$ cat config.mk
export PLATFORM = sky130hd
export DESIGN_NAME = potts_sweep_ctrl
export DESIGN_NICKNAME = d
export VERILOG_FILES = /design/src/rtl/potts_pkg.sv /design/src/rtl/potts_state_bank.sv /design/src/rtl/potts_sweep_ctrl.sv
export SDC_FILE = /design/constraint.sdc
export NUM_CORES = 1
export LEC_CHECK = 0
export ABC_CLOCK_PERIOD_IN_PS = 2880
export CAP_MARGIN = 20
export CELL_PAD_IN_SITES_DETAIL_PLACEMENT = 0
export CELL_PAD_IN_SITES_GLOBAL_PLACEMENT = 1
export CORE_MARGIN = 2
export CORE_UTILIZATION = 38
export CTS_BUF_LIST = sky130_fd_sc_hd__clkbuf_8
export DETAILED_ROUTE_END_ITERATION = 6
export PLACE_DENSITY_LB_ADDON = 0.1
export SLEW_MARGIN = 30
export SYNTH_ARGS = -nofsm -noshare
export SYNTH_HDL_FRONTEND = slang
export SYNTH_SLANG_ARGS = --single-unit
$ cat constraint.sdc
create_clock -name clk -period 2.88 [get_ports clk]
set_input_delay 0.288 -clock clk [delete_from_list [all_inputs] [get_ports clk]]
set_output_delay 0.288 -clock clk [all_outputs]
set_load 0.005 [all_outputs]
$ cat src/rtl/potts_pkg.sv
// Shared types and helpers for the Potts sweep controller.
package potts_pkg;

  localparam int SWEEP_W = 16;

  typedef enum logic [2:0] {
    S_IDLE,
    S_ISSUE,
    S_WAIT,
    S_COMMIT,
    S_SNAP,
    S_DONE
  } state_t;

  // Index width that never collapses to zero bits.
  function automatic int clog2(input int n);
    return (n <= 2) ? 1 : $clog2(n);
  endfunction

endpackage

$ cat src/rtl/potts_state_bank.sv
// Replica spin registers: one bit-write port, two whole-replica read ports.
module potts_state_bank
  import potts_pkg::*;
#(
  parameter int NUM_NODES    = 4,
  parameter int COLOR_BITS   = 2,
  parameter int NUM_REPLICAS = 2,
  localparam int SW = NUM_NODES * COLOR_BITS,
  localparam int RW = clog2(NUM_REPLICAS),
  localparam int IW = clog2(SW)
) (
  input  logic          clk,
  input  logic          rst,
  input  logic          we,
  input  logic [RW-1:0] wr_rep,
  input  logic [IW-1:0] wr_idx,
  input  logic          wr_bit,
  input  logic [RW-1:0] cur_rep,
  output logic [SW-1:0] cur_state,
  input  logic [RW-1:0] snap_rep,
  output logic [SW-1:0] snap_data
);

  logic [SW-1:0] regs_q [NUM_REPLICAS];

  always_ff @(posedge clk) begin
    if (rst) begin
      for (int r = 0; r < NUM_REPLICAS; r++)
        regs_q[r] <= '0;
    end else if (we) begin
      regs_q[wr_rep][wr_idx] <= wr_bit;
    end
  end

  assign cur_state = regs_q[cur_rep];
  assign snap_data = regs_q[snap_rep];

endmodule

$ cat src/rtl/potts_sweep_ctrl.sv
// Potts-model Gibbs sweep sequencer over several replica chains.
// Define POTTS_ENERGY_TRACK_EN to add the per-sweep snap_energy sum.
module potts_sweep_ctrl
  import potts_pkg::*;
#(
  parameter int NUM_NODES    = 4,
  parameter int COLOR_BITS   = 2,
  parameter int NUM_REPLICAS = 2,
  parameter int E_WIDTH      = 8,
  parameter int URAM_AWIDTH  = 12,
  localparam int SW = NUM_NODES * COLOR_BITS,
  localparam int BW = clog2(COLOR_BITS),
  localparam int RW = clog2(NUM_REPLICAS),
  localparam int NW = clog2(NUM_NODES),
  localparam int IW = clog2(SW)
) (
  input  logic                   clk,
  input  logic                   rst,
  input  logic                   start,
  input  logic [SWEEP_W-1:0]     num_sweeps,
  output logic                   mem_req,
  output logic [URAM_AWIDTH-1:0] mem_addr,
  output logic [BW-1:0]          bit_idx,
  output logic [RW-1:0]          rep_idx,
  output logic [SW-1:0]          cur_state,
  input  logic                   upd_valid,
  input  logic                   upd_bit,
  input  logic [E_WIDTH-1:0]     upd_delta,
  output logic                   snap_valid,
  input  logic                   snap_ready,
  output logic [SW-1:0]          snap_data,
  output logic [RW-1:0]          snap_rep,
  output logic [SWEEP_W-1:0]     snap_sweep,
  output logic                   busy,
  output logic                   done
`ifdef POTTS_ENERGY_TRACK_EN
  ,
  output logic signed [E_WIDTH+clog2(SW):0] snap_energy
`endif
);

  state_t state_q, state_d;

  logic [BW-1:0]      bit_q;
  logic [NW-1:0]      node_q;
  logic [RW-1:0]      rep_q;
  logic [SWEEP_W-1:0] sweep_q;
  logic [SWEEP_W-1:0] nsw_q;
  logic               ubit_q;
  logic               we;
  logic [IW-1:0]      wr_idx;
  logic               last_bit;
  logic               last_node;
  logic               last_rep;
  logic               last_sweep;
  logic               hs;

  assign last_bit   = bit_q == BW'(COLOR_BITS - 1);
  assign last_node  = node_q == NW'(NUM_NODES - 1);
  assign last_rep   = rep_q == RW'(NUM_REPLICAS - 1);
  assign last_sweep = sweep_q == nsw_q - SWEEP_W'(1);
  assign hs         = snap_valid && snap_ready;

  always_ff @(posedge clk) begin
    if (rst) state_q <= S_IDLE;
    else     state_q <= state_d;
  end

  always_comb begin
    state_d    = state_q;
    mem_req    = 1'b0;
    snap_valid = 1'b0;
    done       = 1'b0;
    we         = 1'b0;
    unique case (state_q)
      S_IDLE:
        if (start)
          state_d = (num_sweeps == '0) ? S_DONE : S_ISSUE;
      S_ISSUE: begin
        mem_req = 1'b1;
        state_d = S_WAIT;
      end
      S_WAIT:
        if (upd_valid) state_d = S_COMMIT;
      S_COMMIT: begin
        we      = 1'b1;
        state_d = (last_bit && last_node) ? S_SNAP : S_ISSUE;
      end
      S_SNAP: begin
        snap_valid = 1'b1;
        if (snap_ready)
          state_d = (last_rep && last_sweep) ? S_DONE : S_ISSUE;
      end
      S_DONE: begin
        done    = 1'b1;
        state_d = S_IDLE;
      end
      default: state_d = S_IDLE;
    endcase
  end

  always_ff @(posedge clk) begin
    if (rst) begin
      bit_q   <= '0;
      node_q  <= '0;
      rep_q   <= '0;
      sweep_q <= '0;
      nsw_q   <= '0;
      ubit_q  <= 1'b0;
    end else begin
      if (state_q == S_IDLE && start) begin
        nsw_q   <= num_sweeps;
        bit_q   <= '0;
        node_q  <= '0;
        rep_q   <= '0;
        sweep_q <= '0;
      end
      if (state_q == S_WAIT && upd_valid)
        ubit_q <= upd_bit;
      // Node advances only when the colour bit wraps.
      if (we) begin
        if (last_bit) begin
          bit_q  <= '0;
          node_q <= last_node ? '0 : node_q + NW'(1);
        end else begin
          bit_q <= bit_q + BW'(1);
        end
      end
      if (hs) begin
        rep_q <= last_rep ? '0 : rep_q + RW'(1);
        if (last_rep) sweep_q <= sweep_q + SWEEP_W'(1);
      end
    end
  end

  assign wr_idx     = IW'(int'(node_q) * COLOR_BITS + int'(bit_q));
  assign busy       = state_q != S_IDLE;
  assign mem_addr   = URAM_AWIDTH'(node_q);
  assign bit_idx    = bit_q;
  assign rep_idx    = rep_q;
  assign snap_rep   = rep_q;
  assign snap_sweep = sweep_q;

`ifdef POTTS_ENERGY_TRACK_EN
  localparam int EAW = E_WIDTH + clog2(SW) + 1;
  logic signed [EAW-1:0] acc_q;

  always_ff @(posedge clk) begin
    if (rst || hs)
      acc_q <= '0;
    else if (state_q == S_WAIT && upd_valid)
      acc_q <= acc_q + {{(EAW-E_WIDTH){upd_delta[E_WIDTH-1]}}, upd_delta};
  end

  assign snap_energy = acc_q;
`else
  logic unused_delta;
  assign unused_delta = ^upd_delta;
`endif

  potts_state_bank #(
    .NUM_NODES    (NUM_NODES),
    .COLOR_BITS   (COLOR_BITS),
    .NUM_REPLICAS (NUM_REPLICAS)
  ) u_bank (
    .clk       (clk),
    .rst       (rst),
    .we        (we),
    .wr_rep    (rep_q),
    .wr_idx    (wr_idx),
    .wr_bit    (ubit_q),
    .cur_rep   (rep_q),
    .cur_state (cur_state),
    .snap_rep  (rep_q),
    .snap_data (snap_data)
  );

endmodule

==> results of run 1 <==
-- kinds of logic (layout without fill, tap and decap cells) --
family / after synthesis / count (layout) / share of synthesized area
and+or+nand+nor: 172 / 172 / 0.247
muxes: 20 / 20 / 0.0641
AOI/OAI and AO/OA: 65 / 65 / 0.131
adders and majority gates: 6 / 6 / 0.0224
xor gates and xnor gates: 25 / 25 / 0.0652
DFF: 57 / 57 / 0.388
buffers and inverters: 51 / 99 / 0.0816
other: 1 / 10 / 0.00112
-- critical path: cells and delay by family, from the launching register on --
kind / cells / cell delay (ns)
AOI/OAI and AO/OA: 3 / 0.61
DFF: 1 / 0.36
and+or+nand+nor: 3 / 1.38
xor gates and xnor gates: 1 / 0.09
-- state kept, by name, summed over array words and instances (netlist names), named ones only --
name and flops:
nsw_q 16, snap_sweep 16, u_bank.regs_q 16, state_q 3, node_q 2, bit_idx 1
rep_idx 1, ubit_q 1
-- area by class of cell --
type | instances | area (µm²)
Inverter | 7 | 26.3
Clock buffer | 10 | 138
Clock inverter | 6 | 27.5
Sequential cell | 57 | 1300
Multi-Input combinational cell | 298 | 1820
Fill cell | 861 | 4470
Timing Repair Buffer | 76 | 721
Tap cell | 108 | 135
-- cell usage in the layout, fill, tap and decap left out, types with 11 or more instances in the layout --
master	synthesis	final
dfxtp_1	41	41
mux2_2	12	12
nand3_1	12	12
xnor2_1	11	11
nand2_1	63	63
edfxtp_1	16	16
nor3_1	14	14
clkdlybuf4s50_1	0	61
nor2_1	40	40
buf_4	19	14
xor2_1	14	14
a21oi_1	25	25
-- power by group --
| group | switching (mW) | internal [mW] |
|---|---|---|
| registers | 0.0433 | 0.862 |
| clock network | 0.314 | 0.323 |
| logic | 0.250 | 0.228 |
-- path summary, 6_finish.rpt --
kind / end / cells past startpoint / startpoint / slack, ns
max: state_q[2] / 7 / nsw_q[0] / 0.35
min: snap_sweep[11] / 2 / rst / 0.39
max reg2reg: state_q[2] / 7 / nsw_q[0] / 0.35
min reg2reg: nsw_q[15] / 2 / nsw_q[15] / 0.50
-- stage by stage --
step                       util  setup WS (ns)  instances
after floorplan               -          0.532        406
after global placement    0.463          0.383        546
after detailed placement  0.463          0.351        546
after CTS                 0.482          0.330        562
after global routing      0.482          0.219        562
final                     0.482          0.350        562
-- per-layer routing --
layer,GRT usage,part of all wire,up-vias
met5,0,0,-
met1,0.222,0.47,1323
li1,-,-,1459
met3,0.0322,0.035,11
met4,0.0545,0.014,0
met2,0.292,0.48,58
==> metrics, run 1 <==
status=completed; first-pass GRT wire length=13,400 µm; Setup CP Type=flop to flop; Max Freq=0.395 GHz; nature of the critical path startpoint=flop; via count=2,851; RSZ-0062 raised after global routing=false; die area=0.00960 mm²; maximum VDD drop=0.202 mV; routed vias/inst=5.07; Post-Syn Area=0.00336 mm²; Final Skew=0.00964 ns; CP Capture Type=flop; average size of a mapped cell=8.46 µm²; cell accounting for the most synthesized area=dfxtp_1; FP Rows=34; core box area=0.00864 mm²; ANT nets after route=0; global placer's final weighted congestion=0.860; Req. time, crit path=3.13 ns; CTS Buffer Depth=2; nets@finish=485; ys flop type=dfxtp_1; Synth Register Bits=57; Seq/Total Area, Yosys=0.388; Die X=98.0 µm; final instance area=0.00416 mm²; Post-CTS Setup Bufs=0; Initial DRT Pass Iterations=4; IO Count=81; Synth warnings=0; CTS root buf=clkbuf_8; final hold violations=0; layout cell share with drive strength beyond 1=0.126; Num CTS Buffers=9; post-placement cell area=0.00400 mm²; largest net degree at the start of global routing=38; Synth top cells by count=nand2_1 (63), dfxtp_1 (41), nor2_1 (40), a21oi_1 (25), clkbuf_1 (21); Final Cycle Share=0.879; Detailed Route WL=8190 µm; post-CTS sizing=0; Worst Hold Slack=0.387 ns; Setup TNS=0 ns; top-count cell post-synth=nand2_1; Max Slew Vio Count=0; CTS Hold Buffers Added=0; pwr dens=485 mW/mm²; overall routing resource usage=0.172; Post-synth ARST share=0; Overflow after GRT=0; Mapped Cells=397; antenna fix cells=0; share of Yosys cell area claimed by the top area cell type=0.245; number of global-route vias before repair=2,674; P_leak=1.49 nW; P&R area growth vs syn=24.0%; Worst Tran Pin Value=0.726 ns; Crit-path slowest cell=or4_1; largest cells by area after synthesis=dfxtp_1 (24%), edfxtp_1 (14%), nand2_1 (7.0%), nor2_1 (4.5%), buf_4 (4.2%); clock tree sinks=57; Hold WC Path Type=input pin to flop; Crit path arrival time=2.78 ns; Residual DRC=0; DR WL/cell=14.6 µm; CTS tree=done; worst-path fanout max=6; initial core utilization=0.389; Buffers on Ports=62; critical path, cell by cell=or4_1 > nor3_4 > xnor2_1 > or4_4 > a2111oi_4 > a31oi_1 > a211oi_2; clock slew at reported path FFs=0.07 ns; DR iter-0 viols=65; worst rel slew slack=0.516; Setup violations, final=0; Worst path max stage delay=0.67 ns; CTS H-tree lvls=3; Die Span Y=98.0 µm; initial antenna violation count=0; max_cap viols=0; clock latency on the worst-skew pair=0.33 ns; total power=2.02 mW; DP Wirelength=5960 µm; minimum clock period=2.53 ns; Distinct cells, synth=48; number of synthesized flops with an enable pin=16
(Power assumes the default switching activity.)
==> run 2: changes to the inputs <==
- SKIP_LAST_GASP: default -> 1
==> results of run 2 <==
Same layout as run 1: the final DEF is identical, and so are final timing and power.
